### src/rtl/serial_shift_rx_pkg.sv
// Shared definitions for the serial shift receiver: FSM encoding and stream widths.
package serial_pkg;
  localparam int LED_W = 16;
  localparam int SEG_W = 64;

  typedef enum logic [1:0] {
    ST_IDLE  = 2'd0,
    ST_ARMED = 2'd1,
    ST_SHIFT = 2'd2,
    ST_LATCH = 2'd3
  } state_t;
endpackage

### src/rtl/serial_shift_rx_if.sv
// MIO-side read port of the serial shift receiver: latched word plus valid/ack handshake.
interface serial_shift_rx_if
  import serial_pkg::*;
#(
  parameter int WIDTH = LED_W,
  parameter int CW    = 7
) ();
  logic             ack;
  logic [WIDTH-1:0] data;
  logic             valid;
  logic             overrun;
  logic             len_err;
  logic [CW-1:0]    bit_count;

  modport master (output ack, input data, valid, overrun, len_err, bit_count);
  modport slave  (input ack, output data, valid, overrun, len_err, bit_count);
endinterface

### src/rtl/serial_shift_rx_sync_edge.sv
// 2-FF synchroniser plus history stage; level is the second stage, edges compare it to history.
module sync_edge #(
  parameter logic RST_VAL = 1'b0
) (
  input  logic clk,
  input  logic rst_n,
  input  logic din,
  output logic level,
  output logic rise,
  output logic fall
);
  logic s1, s2, s3;

  always_ff @(posedge clk or negedge rst_n) begin
    if (!rst_n) begin
      s1 <= RST_VAL;
      s2 <= RST_VAL;
      s3 <= RST_VAL;
    end else begin
      s1 <= din;
      s2 <= s1;
      s3 <= s2;
    end
  end

  assign level = s2;
  assign rise  = s2 & ~s3;
  assign fall  = ~s2 & s3;
endmodule

### src/rtl/serial_shift_rx.sv
// Deserialises one clock/data/latch-enable frame into a parallel word for the MIO bus.
module serial_shift_rx
  import serial_pkg::*;
#(
  parameter int WIDTH = LED_W,
  parameter int CW    = 7
) (
  input  logic              clk,
  input  logic              RSTN,
  input  logic              ser_clk,
  input  logic              ser_do,
  input  logic              ser_pen,
  serial_shift_rx_if.slave  bus
);
  state_t           state, state_nx;
  logic [WIDTH-1:0] sreg;
  logic [CW-1:0]    cnt;
  logic [1:0]       warm;
  logic             clk_lvl, clk_rise, clk_fall;
  logic             do_lvl, do_rise, do_fall;
  logic             pen_lvl, pen_rise, pen_fall;

  logic [WIDTH-1:0] data_q;
  logic             valid_q, overrun_q, len_err_q;
  logic [CW-1:0]    bit_count_q;

  sync_edge #(.RST_VAL(1'b0)) u_sync_clk (
    .clk(clk), .rst_n(RSTN), .din(ser_clk), .level(clk_lvl), .rise(clk_rise), .fall(clk_fall));
  sync_edge #(.RST_VAL(1'b0)) u_sync_do (
    .clk(clk), .rst_n(RSTN), .din(ser_do), .level(do_lvl), .rise(do_rise), .fall(do_fall));
  sync_edge #(.RST_VAL(1'b1)) u_sync_pen (
    .clk(clk), .rst_n(RSTN), .din(ser_pen), .level(pen_lvl), .rise(pen_rise), .fall(pen_fall));

  always_ff @(posedge clk or negedge RSTN) begin
    if (!RSTN) state <= ST_IDLE;
    else       state <= state_nx;
  end

  // Synchroniser stages hold reset values, not pin values, for two cycles after
  // release; warm[1] keeps IDLE from trusting the enable level before then.
  always_comb begin
    state_nx = state;
    case (state)
      ST_IDLE:  if (warm[1] && pen_lvl) state_nx = ST_ARMED;
      ST_ARMED: if (pen_fall)           state_nx = ST_SHIFT;
      ST_SHIFT: if (pen_rise)           state_nx = ST_LATCH;
      ST_LATCH:                         state_nx = ST_ARMED;
      default:                          state_nx = ST_IDLE;
    endcase
  end

  always_ff @(posedge clk or negedge RSTN) begin
    if (!RSTN) begin
      warm <= '0;
      sreg <= '0;
      cnt  <= '0;
    end else begin
      warm <= {warm[0], 1'b1};
      if (state == ST_ARMED && pen_fall) begin
        sreg <= '0;
        cnt  <= '0;
      end else if (state == ST_SHIFT && !pen_rise && clk_rise) begin
        sreg <= {sreg[WIDTH-2:0], do_lvl};
        if (cnt != CW'(WIDTH + 1)) cnt <= cnt + 1'b1;
      end
    end
  end

  // A latch coinciding with ack keeps the new frame valid and drops the overrun.
  always_ff @(posedge clk or negedge RSTN) begin
    if (!RSTN) begin
      data_q      <= '0;
      valid_q     <= 1'b0;
      overrun_q   <= 1'b0;
      len_err_q   <= 1'b0;
      bit_count_q <= '0;
    end else if (state == ST_LATCH) begin
      data_q      <= sreg;
      bit_count_q <= cnt;
      len_err_q   <= (cnt != CW'(WIDTH));
      valid_q     <= 1'b1;
      overrun_q   <= valid_q & ~bus.ack;
    end else if (bus.ack) begin
      valid_q   <= 1'b0;
      overrun_q <= 1'b0;
    end
  end

  assign bus.data      = data_q;
  assign bus.valid     = valid_q;
  assign bus.overrun   = overrun_q;
  assign bus.len_err   = len_err_q;
  assign bus.bit_count = bit_count_q;
endmodule

### src/flat_wrapper.sv
// flat-port wrapper written by rule: the top's interface ports become plain ports
module serial_shift_rx_flat import serial_pkg::*;
#(
  parameter int WIDTH = LED_W,
  parameter int CW    = 7
)
  (clk, RSTN, ser_clk, ser_do, ser_pen, bus_ack, bus_data, bus_valid, bus_overrun, bus_len_err, bus_bit_count);
  serial_shift_rx_if #(.WIDTH(WIDTH), .CW(CW)) bus_i ();
  input  logic clk;
  input  logic RSTN;
  input  logic ser_clk;
  input  logic ser_do;
  input  logic ser_pen;
  input wire logic [$bits(bus_i.ack)-1:0] bus_ack;
  output wire logic [$bits(bus_i.data)-1:0] bus_data;
  output wire logic [$bits(bus_i.valid)-1:0] bus_valid;
  output wire logic [$bits(bus_i.overrun)-1:0] bus_overrun;
  output wire logic [$bits(bus_i.len_err)-1:0] bus_len_err;
  output wire logic [$bits(bus_i.bit_count)-1:0] bus_bit_count;
  assign bus_i.ack = bus_ack;
  assign bus_data = bus_i.data;
  assign bus_valid = bus_i.valid;
  assign bus_overrun = bus_i.overrun;
  assign bus_len_err = bus_i.len_err;
  assign bus_bit_count = bus_i.bit_count;
  serial_shift_rx #(.WIDTH(WIDTH), .CW(CW)) u_core (.clk(clk), .RSTN(RSTN), .ser_clk(ser_clk), .ser_do(ser_do), .ser_pen(ser_pen), .bus(bus_i));
endmodule
### config.mk
export PLATFORM = sky130hd
export DESIGN_NAME = serial_shift_rx_flat
export DESIGN_NICKNAME = d
export VERILOG_FILES = /design/src/rtl/serial_shift_rx_pkg.sv /design/src/rtl/serial_shift_rx_if.sv /design/src/rtl/serial_shift_rx_sync_edge.sv /design/src/rtl/serial_shift_rx.sv /design/src/flat_wrapper.sv
export SDC_FILE = /design/constraint.sdc
export NUM_CORES = 1
export LEC_CHECK = 0
export ABC_AREA = 1
export CAP_MARGIN = 20
export CORE_ASPECT_RATIO = 1.4
export CORE_MARGIN = 2
export CORE_UTILIZATION = 38
export DETAILED_ROUTE_END_ITERATION = 16
export GPL_TIMING_DRIVEN = 0
export PLACE_DENSITY = 0.65
export RECOVER_POWER = 25
export SYNTH_ARGS = -nofsm -noshare
export SYNTH_HDL_FRONTEND = slang
export SYNTH_SLANG_ARGS = --single-unit
### constraint.sdc
create_clock -name clk -period 1.3 [get_ports clk]
set_input_delay 0.26 -clock clk [delete_from_list [all_inputs] [get_ports clk]]
set_output_delay 0.26 -clock clk [all_outputs]
set_load 0.03 [all_outputs]
# Word-level counts from Yosys, hierarchy flattened
# Cells that the tools add are included.
# totals
regBits,61
inputBits,6
output_inout_bits,26
elab_cells,57
# op_classes
n_addsub,1
n_eq_ne,8
muxes,12
n_bitwise,8
reduce_logical,11
# ops
op,n
$mux 16,2
$mux 7,3
$ne 7x5->1 const B,2
$pmux 2 s4,1
$add 7x1->7 const B,1
$mux 2,3
$ne 2x1->1 const B,3
$reduce_bool 2->1,3
$and 1x1->1,4
$eq 2x2->1 const B,2
$logic_and 1x1->1,4
$not 1->1,4
$mux 1,3
$reduce_and 3->1,1
$eq 2x1->1 const B,1
$logic_not 2->1,1
$reduce_and 2->1,1
$logic_not 1->1,1

# Depth between registers and ports, before layout
# logic_depth
depth_word,7
mapped_depth,9
depth_no_buf,9

# Cells and area by module
# Synthesis repeated with hierarchy kept, for this count alone.
# hier_totals
cells_unflattened,275
area_unflattened_um2,2595.0
# modules_own_cells
module,instances,cells_each,area_per_inst_um2,seq_area_each_um2
serial_shift_rx,1,254,2321.0,1326.3
sync_edge at u_core.u_sync_clk ...,2,7,90.1,75.1
sync_edge at u_core.u_sync_pen,1,7,93.8,78.8

# Least setup slack after synthesis
# No wires, ideal clock.
# synth_timing
kind,register -> register
startpoint,register u_core.state[0]
endpoint,register u_core.cnt[3]
setup_ns,0.118
arrival_ns,1.160
required_time_ns,1.182
slack_ns,0.021
stages_incl_launch_ff,8
path_buffers,0
synth_period_minus_slack_ns,1.279
cell_sequence,dfrtp_1 -> inv_1 -> ha_1 -> nand4_2 -> nand2_2 -> nand2_2 -> nand2_1 -> nand2_1
# synth_via
elab_chain_cells,5
word_cells_on_any_way,9
cone_classes,2 x eq/ne; 1 x mux; 6 x reduce/logical
# synth_rtl
element,line_no,source
start: declaration,serial_shift_rx.sv:15,"state_t state, state_nx;"
start signal: assignment,serial_shift_rx.sv:36,else state <= state_nx;
$eq 2x2->1,serial_shift_rx.sv:62,end else if (state == ST_SHIFT && !pen_rise && clk_rise) begin
$logic_and 1x1->1 (2 in a row),serial_shift_rx.sv:62,
$reduce_bool 2->1 (no source line),-,
$reduce_and 2->1 (no source line),-,
end signal: assignment,serial_shift_rx.sv:64,if (cnt != CW'(WIDTH + 1)) cnt <= cnt + 1'b1;
end: declaration,serial_shift_rx.sv:17,logic [CW-1:0] cnt;
# Parallel ways exist; a longest one is shown, timed or not.
# A chain may end at the register's enable or synchronous reset.

# Worst setup path in the final report
# layout_timing
startpoint,register u_core.cnt[1]
endpoint,register u_core.cnt[1]
# layout_via
elab_chain_cells,4
word_cells_on_any_way,7
cone_classes,1 x add/sub; 1 x eq/ne; 3 x mux; 2 x reduce/logical
# layout_rtl
element,line_no,source
$add 7x1->7,serial_shift_rx.sv:64,
$mux 7,serial_shift_rx.sv:64,
$mux 7,serial_shift_rx.sv:62,
$mux 7,serial_shift_rx.sv:59,if (state == ST_ARMED && pen_fall) begin
# Parallel ways exist; a longest one is shown, timed or not. The select of a mux whose other input is x is not followed.

==> implementation parameters <==
Parameter                              Value

Clocking
  Clock tree from TritonCTS    built
  Clock-pin slew on the worst setup and hold paths    0.07 ns
  Depth of the CTS H-tree    3
  Cts bufs inserted    9
  Largest buffer count on any clock path    2
  Clock insertion delay at the later pin of the skew report    0.35 ns
  Clk Tree Root Cell    clkbuf_8
  TritonCTS sink count    61

Critical path
  Capturing element type of the critical path    flip-flop
  Type of origin of the critical path    flip-flop
  Critical path peak fanout    2
  Crit path DAT    1.57 ns
  Worst endpoint required time    1.54 ns
  Critical path class    flip-flop to flip-flop

Logic synthesis
  Leading cell types by count after synthesis    85 x nand2_1, 58 x dfrtp_1, 28 x nand3_1
  Share of synthesized area occupied by flip-flops and latches    59.63%
  Number of enable flip-flop cells after synthesis    0
  Top cell type by total area after synthesis    dfrtp_1
  Top cells by area in the synthesized netlist    dfrtp_1 57%, nand2_1 12%, nand3_1 5.5%
  YS warnings    0
  Net count after synthesis    280
  Average cell area after synthesis    9.647 um^2
  Fraction of post-synthesis cell area in the top cell type by area    56.56%
  Predominant post-synthesis flop cell    dfrtp_1
  Post-Syn Area    0.002566 mm^2
  Post-Synthesis Cells    266
  Number of different library cells in the post-synthesis netlist    28
  Post-synthesis sequential element count    61
  Top-count cell post-synth    nand2_1
  Share of synthesized flip-flops with an asynchronous set or reset    100.0%

Timing
  Tightest Pin Transition    0.7736 ns
  Top achievable clock speed    752.8 MHz
  Share of the cycle needed by the critical path after routing    102.2%
  Setup TNS    -0.03946 ns
  Clock tree skew after final layout    0.01036 ns
  Minimum setup slack in the final design    -0.02844 ns
  Max-slew violation total from the final report    0
  Unrepaired setup endpoints after global routing    true
  Fin crit period    1.328 ns
  Endpoints failing hold    0
  Worst slew margin relative to its limit    48.43%
  Setup-violating endpoint count in the final report    4

Flow run
  Number of max-cap violations    0

Routing
  Met3 routed wirelength    163 um
  Mean routed wirelength per cell    13.48 um
  Antenna Violating Nets Remaining    0
  Vias per cell    4.943
  Post-detailed-route DRC marker count    0
  Drt pass-1 iters    4
  Top sig layer    met4
  Wire length on met1    2281 um
  Vias after detailed routing    1,997
  Met2 routed wirelength    2878 um
  Total wire length after detailed routing    5444 um
  Iter 0 DRT Violations    110

Run status
  Run status    finished, violations left
  Violations in the final reports    negative setup slack

Placed design
  Cells after DPL    372
  Placed wire-length estimate    3412 um
  Dpl ws    -0.1549 ns
  Placer's final routability congestion estimate    0.8118
  Count of input and output buffers    31

Pwr
  Internal power    0.003721 W
  IR drop worst, VDD    0.6091 mV
  Clock power frac    25.5%
  Part of the total power dissipated in sequential elements    39.3%
  Net switching fraction of the power    35.54%
  Combinational share of power    35.2%
  Total Power Consumption    0.005773 W
  Leakage power    1.706 nW
  Power Density    1661 mW/mm^2
  Switching power total    0.002052 W

Floorplan
  Site Rows    35
  Die outline height    101.2 um
  DIE AREA    0.007436 mm^2
  Number of ports placed on the die boundary    32
  Core area    0.006569 mm^2
  Initial Utilization    39.07%
  Die outline width    73.45 um

Final layout
  Net total in the final layout    341
  Area occupied by multi-input gates    0.001021 mm^2
  Antenna fix cells    0
  Share of cells above drive strength 1    34.24%
  Number of inserted filler cells in the final layout    610
  Final design utilization    52.90%
  Area taken by flip-flops and latches    0.001531 mm^2
  Relative area change from synthesis to final layout    35.40%
  Count of placed standard cells in the final layout, fillers left out    404

Global routing
  Antenna violations before repair    0
  First-pass GRT wire length    9197 um
  Total congestion overflow after global routing    0
  Vias in the first global route    1,930
  Global router's overall resource usage    16.36%
  Largest net degree at the start of global routing    32

Hold path
  Worst hold path class    flip-flop to flip-flop
power by group through the flow:
| stage | Combinational [W] | Sequential, W | Clock (W) |
|---|---|---|---|
| 3_5_place_dp | 0.00148 | 0.00229 | 0 |
| 2_1_floorplan | 0.000825 | 0.00243 | 0 |
| 4_1_cts | 0.00188 | 0.00226 | 0.00149 |
| 5_1_grt | 0.00224 | 0.00229 | 0.00158 |
| 6_report | 0.00203 | 0.00227 | 0.00147 |
| 3_3_place_gp | 0.00145 | 0.00228 | 0 |
cell type report:
cell class | instances | share of cell area, %
multi-input cells | 174 | 29.38
plain buffers | 11 | 3.349
well taps | 74 | 2.665
clock buffers | 12 | 4.465
repair buffers | 50 | 13.40
flip-flops and latches | 61 | 44.08
inverters | 20 | 2.377
clock inverters | 2 | 0.2881
repair_timing:
| action | 4_1_cts | 5_1_grt |
|---|---|---|
| cloned | 3 | 0 |
| setup endpoints to repair | 67 | 57 |
| setup buffers | 10 | 4 |
| pin swaps | 9 | 7 |
| resized for setup | 109 | 39 |
| hold buffers | 1 | 0 |
| endpoints found under the hold margin | 27 | 0 |
through the flow:
step / hold slack [ns] / cell area (um^2)
after floorplan: -0.03559 / 2566
after detailed placement: 0.3365 / 2984
after global placement: 0.3317 / 2969
after CTS: 0.3235 / 3395
final: 0.3522 / 3475
after global routing: 0.3621 / 3475
critical path: stages (launching register included):
cell and delay (ns):
dfrtp_1 0.38, inv_2 0.07, buf_4 0.13, buf_4 0.12, buf_4 0.13, ha_1 0.29
nand2_2 0.07, nand2_1 0.04
cell families after synthesis:
kind of cell / share of synthesized area (%)
and+or+nand+nor: 24.28
other: 0.1461
buffers and inverters: 5.851
AOI/OAI and AO/OA: 5.509
xor gates and xnor gates: 0.6827
DFF: 59.63
adders and majority gates: 3.901
cells in the final DEF, fill, tap and decap left out, types with 2 or more instances in the layout:
cell,count
xor2_1,2
o21ai_1,8
nand4_1,3
dfrtp_1,57
ha_2,2
nor2_2,2
buf_8,2
inv_1,12
nand2_2,5
ha_1,4
nand2_4,4
nand2_1,82
clkbuf_8,11
o21ai_0,12
inv_2,6
ha_4,2
buf_2,8
buf_6,6
nand3_1,21
buf_12,2
dfstp_2,3
clkdlybuf4s15_2,19
clkinv_2,2
nand3_2,8
o21ai_2,4
dlygate4sd3_1,4
buf_4,17
nor2_1,6
worst paths after layout:
path,from,to,slack (ns),cells after the start
max,u_core.cnt[1],u_core.cnt[1],-0.03,7
min,u_core.u_sync_clk.s1,u_core.u_sync_clk.level,0.35,0
max reg2reg,u_core.cnt[1],u_core.cnt[1],-0.03,7
min reg2reg,u_core.u_sync_clk.s1,u_core.u_sync_clk.level,0.35,0
max in group asynchronous,RSTN,u_core.cnt[0],0.14,3
min in group asynchronous,RSTN,u_core.warm[0],0.52,2
routing by layer:
| metal | vias up | GRT usage [%] |
|---|---|---|
| met5 | - | 0 |
| met4 | 0 | 8.392 |
| met3 | 8 | 4.478 |
| met2 | 36 | 26.79 |
| met1 | 978 | 19.46 |
| li1 | 975 | - |
registers in the layout, summed over array words and instances, names as in the netlist:
signal                   cells
u_core.bus.valid             1
u_core.u_sync_clk.s3         1
u_core.bus.bit_count         7
u_core.u_sync_pen.s1         1
u_core.bus.overrun           1
u_core.u_sync_pen.level      1
u_core.state                 2
u_core.sreg                 16
u_core.u_sync_do.level       1
u_core.bus.data             16
u_core.cnt                   7
u_core.u_sync_pen.s3         1
u_core.bus.len_err           1
u_core.warm                  2
u_core.u_sync_do.s1          1
u_core.u_sync_clk.s1         1
u_core.u_sync_clk.level      1
Power figures use the tool's default switching activity.
